$ cat config.mk
export PLATFORM = sky130hd
export DESIGN_NAME = gauss_conv_sched
export DESIGN_NICKNAME = d
export VERILOG_FILES = /design/src/rtl/gauss_conv_sched.sv
export SDC_FILE = /design/constraint.sdc
export NUM_CORES = 2
export LEC_CHECK = 0
export BUFFER_PORTS_ARGS = -buffer_cell sky130_fd_sc_hd__clkbuf_2
export CAP_MARGIN = 20
export CELL_PAD_IN_SITES_DETAIL_PLACEMENT = 0
export CELL_PAD_IN_SITES_GLOBAL_PLACEMENT = 1
export CORE_AREA = 2 2 608 610
export DETAILED_ROUTE_END_ITERATION = 12
export DIE_AREA = 0 0 610 612
export PLACE_DENSITY = 0.35
export REMOVE_ABC_BUFFERS = 1
export SYNTH_ARGS = -nofsm -noshare
export SYNTH_HDL_FRONTEND = slang
export SYNTH_SLANG_ARGS = --single-unit
$ cat constraint.sdc
create_clock -name clk -period 5.2 [get_ports clk]
set_input_delay 0.26 -clock clk [delete_from_list [all_inputs] [get_ports clk]]
set_output_delay 0.26 -clock clk [all_outputs]
set_load 0.02 [all_outputs]
$ cat src/rtl/gauss_conv_sched.sv
// gauss_conv_sched: frame sequencer for the 5x5 Gaussian engine. It loads one
// 5-row band into the window buffer, kicks the engine, and stores the 28
// filtered pixels of that band. This repeats until every output row is written.
module gauss_conv_sched #(
    parameter int unsigned IMG_W    = 32,
    parameter int unsigned IMG_H    = 32,
    parameter int unsigned ADDR_W   = 12,
    parameter int unsigned SRC_BASE = 0,
    parameter int unsigned DST_BASE = 2048
) (
    input  logic              clk,
    input  logic              reset,
    input  logic              start,
    output logic              busy,
    output logic              done,
    output logic [5:0]        row_idx,
    output logic              rd_en,
    output logic [ADDR_W-1:0] rd_addr,
    input  logic [7:0]        rd_data,
    output logic [7:0]        conv_buf [0:IMG_W*5-1],
    output logic              conv_start,
    input  logic              conv_done,
    input  logic [7:0]        conv_result [0:IMG_W-5],
    output logic              wr_en,
    output logic [ADDR_W-1:0] wr_addr,
    output logic [7:0]        wr_data
);

    localparam int unsigned BAND_BYTES = IMG_W * 5;
    localparam int unsigned OUT_W      = IMG_W - 4;
    localparam int unsigned LAST_ROW   = IMG_H - 5;
    localparam int unsigned ROW_W      = 6;
    localparam int unsigned LOAD_W     = 8;
    localparam int unsigned COL_W      = 5;

    typedef enum logic [3:0] {
        IDLE,
        LOAD,
        LOAD_LAST,
        START,
        WAIT_DONE,
        WAIT_CLR,
        STORE,
        NEXT,
        FIN
    } state_t;

    state_t              state;
    state_t              stateNext;
    logic [ROW_W-1:0]    rowNext;
    logic [LOAD_W-1:0]   loadIdx;
    logic [LOAD_W-1:0]   loadNext;
    logic [COL_W-1:0]    colIdx;
    logic [COL_W-1:0]    colNext;

    logic                busyNext;
    logic                doneNext;
    logic                rdEnNext;
    logic [ADDR_W-1:0]   rdAddrNext;
    logic                convStartNext;
    logic                wrEnNext;
    logic [ADDR_W-1:0]   wrAddrNext;
    logic [7:0]          wrDataNext;

    // Next-state and counter sequencing; outputs are derived from the next
    // state so the registered strobes line up with the state they belong to.
    always_comb begin
        stateNext = state;
        rowNext   = row_idx;
        loadNext  = loadIdx;
        colNext   = colIdx;

        case (state)
            IDLE: begin
                if (start) begin
                    stateNext = LOAD;
                    rowNext   = '0;
                    loadNext  = '0;
                end
            end
            LOAD: begin
                if (loadIdx == LOAD_W'(BAND_BYTES - 1)) begin
                    stateNext = LOAD_LAST;
                end else begin
                    loadNext = loadIdx + LOAD_W'(1);
                end
            end
            LOAD_LAST: stateNext = START;
            START:     stateNext = WAIT_DONE;
            WAIT_DONE: begin
                if (conv_done) begin
                    stateNext = WAIT_CLR;
                end
            end
            WAIT_CLR: begin
                // Engine re-samples start while idle, so let done drop first.
                if (!conv_done) begin
                    stateNext = STORE;
                    colNext   = '0;
                end
            end
            STORE: begin
                if (colIdx == COL_W'(OUT_W - 1)) begin
                    stateNext = NEXT;
                end else begin
                    colNext = colIdx + COL_W'(1);
                end
            end
            NEXT: begin
                if (row_idx == ROW_W'(LAST_ROW)) begin
                    stateNext = FIN;
                end else begin
                    stateNext = LOAD;
                    rowNext   = row_idx + ROW_W'(1);
                    loadNext  = '0;
                end
            end
            FIN:     stateNext = IDLE;
            default: stateNext = IDLE;
        endcase

        busyNext      = (stateNext != IDLE) && (stateNext != FIN);
        doneNext      = (stateNext == FIN);
        convStartNext = (stateNext == START);

        rdEnNext   = (stateNext == LOAD);
        rdAddrNext = '0;
        if (rdEnNext) begin
            rdAddrNext = ADDR_W'(SRC_BASE) + ADDR_W'(rowNext) * ADDR_W'(IMG_W)
                       + ADDR_W'(loadNext);
        end

        wrEnNext   = (stateNext == STORE);
        wrAddrNext = '0;
        wrDataNext = '0;
        if (wrEnNext) begin
            wrAddrNext = ADDR_W'(DST_BASE) + ADDR_W'(rowNext) * ADDR_W'(OUT_W)
                       + ADDR_W'(colNext);
            wrDataNext = conv_result[colNext];
        end
    end

    // State, counters and registered outputs.
    always_ff @(posedge clk or negedge reset) begin
        if (!reset) begin
            state      <= IDLE;
            row_idx    <= '0;
            loadIdx    <= '0;
            colIdx     <= '0;
            busy       <= 1'b0;
            done       <= 1'b0;
            rd_en      <= 1'b0;
            rd_addr    <= '0;
            conv_start <= 1'b0;
            wr_en      <= 1'b0;
            wr_addr    <= '0;
            wr_data    <= '0;
        end else begin
            state      <= stateNext;
            row_idx    <= rowNext;
            loadIdx    <= loadNext;
            colIdx     <= colNext;
            busy       <= busyNext;
            done       <= doneNext;
            rd_en      <= rdEnNext;
            rd_addr    <= rdAddrNext;
            conv_start <= convStartNext;
            wr_en      <= wrEnNext;
            wr_addr    <= wrAddrNext;
            wr_data    <= wrDataNext;
        end
    end

    // Window buffer capture: each byte lands one cycle after its read request.
    always_ff @(posedge clk or negedge reset) begin
        if (!reset) begin
            for (int k = 0; k < BAND_BYTES; k++) begin
                conv_buf[k] <= '0;
            end
        end else if (state == LOAD && loadIdx != '0) begin
            conv_buf[loadIdx - LOAD_W'(1)] <= rd_data;
        end else if (state == LOAD_LAST) begin
            conv_buf[BAND_BYTES - 1] <= rd_data;
        end
    end

endmodule

==> metrics.md <==
| Metric | Value |
|---|---|
| Fin. max-slew vios | 0 |
| Initial antenna violation count | 25 |
| Final worst path period need | slightly below 5 ns |
| Max VDD drop | 0.0003240 V |
| Area growth syn-to-layout | 38.45% |
| Clock Pin Slew Worst Setup and Hold Paths | 0.07 ns |
| Layout Skew | 0.04662 ns |
| Root Driver | clkbuf_16 |
| CTS tree | done |
| Synth async-reset ratio | 100.0% |
| Die Height | 612 microns |
| HP Class | in2async |
| Starting Density | 14.55% |
| Total Power | about 33 mW |
| Total clock sinks | 1340 |
| DP Wirelength | 206800 microns |
| #FFs+latches synth | between 1000 and 1500 |
| RSZ-0062 raised after global routing | no |
| Seq/Total Area, Yosys | 62.76% |
| Area fraction of the dominant cell type after synthesis | 62.76% |
| Initial DRC count | 1451 |
| Via Count | 37660 |
| Row cnt | 223 |
| Avg Inst Size Synth | 14.74 sq um |
| Vias in the first global route | 39750 |
| 1st-pass router iterations | 5 |
| LEAKAGE | 32.90 nW |
| Share of cells above drive strength 1 | 60.20% |
| Total die area | 373300 sq um |
| Finish-stage setup viols | 0 |
| Pin count of the biggest net entering global routing | ~160 |
| Boundary Pins | 1559 |
| Worst EP arrival | 5.62 ns |
| Tcrit/Tclk final | 93.75% |
| Layout net count | 5573 |
| Maxcap violations | 0 |
| Worst-margin pin slew | 1.106 ns |
| Mapped Area | approximately 53000 sq um |
| Synth cell types | between 60 and 70 |
| Final cell count without fillers | approximately 10000 |
| Slew headroom | 26.24% |
| Largest area contributor in the netlist | dfrtp_1 |
| Crit Path Class | reg2reg |
| CP Launch Type | flop |
| Worst path required time | 5.95 ns |
| Routed wire per std cell | 27.57 microns |
| Status | finished clean |
| PwrDens | 443.4 nW/um^2 |
| Placer Congestion | 0.7973 |
| Total setup buffers inserted after CTS | 0 |
| Synth Instances | 3625 |
| Total grt overflow | 0 |
| Area of the core | approximately 370000 sq um |
| Die width | 610 microns |
| Gr usage total | 14.71% |
| CP endpoint kind | flop |
| Via density | 3.662 |
| H-tree Lvls | 4 |
| Cells after DPL | 9911 |
| F_max | 205.1 MHz |
| Final wirelength | 283500 microns |
| EDFF count, synth | 0 |
| Crit-path max FO | 52 |
| Port buffer count | 1558 |
| First-pass GRT wire length | 377700 microns |
| Yosys Warn Count | 0 |
| Fillcell total | 40000 |
| Prevailing post-synth register cell | dfrtp_1 |
| Final ANT Viol Nets | 0 |
| Final hold vios | 0 |
| DRC Markers | 0 |
| Synth top area cells | dfrtp_1, mux2_2, nand2_1, clkbuf_1, ha_1 |
| Worst skew pair latency | approximately 0.86 ns |
| CTS Buffer Depth | 4 |
| CTS Buf Count | 178 |
## what timing repair did
action / in CTS / in global routing
gates resized for setup: 0 / 6
endpoints found under the hold margin: 518 / 0
hold buffers: 53 / 0
setup endpoints to repair: 0 / 7
## path summary, 6_finish.rpt
kind / depth (start not counted) / slack, ns / from / end
max in group asynchronous: 3 / 3.49 / reset / conv_buf[701]$_DFFE_PN0P_
worst max-delay path: 14 / 0.33 / state[3]$_DFF_PN0_ / wr_data[2]$_DFF_PN0_
worst min register to register: 1 / 0.50 / conv_buf[532]$_DFFE_PN0P_ / conv_buf[532]$_DFFE_PN0P_
worst min-delay path: 2 / 0.09 / reset / conv_buf[477]$_DFFE_PN0P_
worst max register to register: 14 / 0.33 / state[3]$_DFF_PN0_ / wr_data[2]$_DFF_PN0_
min in group clk: 5 / 0.12 / conv_result[165] / wr_data[5]$_DFF_PN0_
## cell usage after synthesis (all sizes together) (11+ instances only)
cell / number
nand3: 60
inv: 31
nand2: 269
ha: 24
nor2: 87
clkbuf: 178
mux2: 1295
buf: 23
a31oi: 29
dfrtp: 1340
o211ai: 16
a211oi: 30
mux2i: 15
a2111oi: 11
a21oi: 24
nor3: 18
and3: 36
a21o: 11
xnor2: 16
o21ai: 13
## critical path, stage by stage (launching register included)
cell           delay [ns]
dfrtp_1              0.64
and4b_1              0.31
o31a_1               0.15
nor4_2               0.38
and2_2               0.32
inv_4                0.09
a21oi_4              0.22
buf_6                0.41
nand2_1              0.15
nand3_1              0.12
dlygate4sd3_1        0.58
nand3_1              0.07
dlygate4sd3_1        0.61
o211ai_1             0.09
dlygate4sd3_1        0.56
## cell type report
type | instances | area, sq um | area share [%]
flip-flops and latches | 1340 | 33530 | 45.33
clock buffers | 261 | 5160 | 6.976
well taps | 4837 | 6052 | 8.182
diodes | 10 | 25.02 | 0.03383
clock inverters | 48 | 614.3 | 0.8305
multi-input cells | 2052 | 19130 | 25.86
inverters | 32 | 127.6 | 0.1725
repair buffers | 1704 | 9325 | 12.61
## stage by stage
step / setup TNS, ns / worst slack [ns] / hold WS (ns) / area, sq um / util [%]
final: 0 / 0.3252 / 0.08679 / 73970 / 20.15
after global routing: 0 / 0.06164 / 0.06418 / 73950 / 20.14
after floorplan: -1.629 / -0.2274 / -0.03559 / 52630 / -
after global placement: 0 / 0.7600 / 0.2889 / 67600 / 18.41
after CTS: 0 / 0.04946 / 0.02363 / 73920 / 20.13
after detailed placement: 0 / 0.9721 / 0.2935 / 67620 / 18.41
## layer usage
| metal | GRT usage, % | up-vias | part of all wire [%] |
|---|---|---|---|
| met4 | 4.324 | 10 | 3.2 |
| met5 | 0 | - | 0.023 |
| met3 | 3.767 | 320 | 6.0 |
| met2 | 27.10 | 1115 | 53 |
| li1 | - | 16230 | - |
| met1 | 16.52 | 19990 | 38 |
## report_power, final
part / switching (mW) / internal, mW
combinational: 5.79 / 2.60
sequential: 0.562 / 11.3
clock: 5.14 / 7.37
total: 11.5 / 21.3
## cells by family (layout without fill, tap and decap cells)
logic type	after synthesis	in the layout	synth area share, %
buffers and inverters	233	2045	1.733
multiplexers	1310	1310	27.58
other	0	10	0
adder cells (fa/ha/maj)	29	29	0.7494
XOR/XNOR	26	26	0.4262
flip-flops	1340	1340	62.76
AO/OA/AOI/OAI	170	170	2.286
AND/OR/NAND/NOR	517	517	4.466
## cell usage in the layout (no fill, tap or decap), types with 47 or more instances in the layout
master,Yosys,layout
buf_4,5,72
nand2_1,268,268
nor2_1,69,49
mux2_2,1288,1288
clkbuf_1,178,47
clkbuf_16,0,181
dfrtp_1,1340,1339
nand3_1,60,60
dlygate4sd3_1,0,53
clkbuf_2,0,1549
## flip-flops by register name, indices dropped and copies added (netlist names)
| signal | cells |
|---|---|
| done | 1 |
| wr_addr | 12 |
| colIdx | 5 |
| rd_en | 1 |
| wr_en | 1 |
| wr_data | 8 |
| rd_addr | 12 |
| conv_start | 1 |
| loadIdx | 8 |
| conv_buf | 1280 |
| row_idx | 6 |
| busy | 1 |
| state | 4 |
Power figures use the tool's default switching activity.
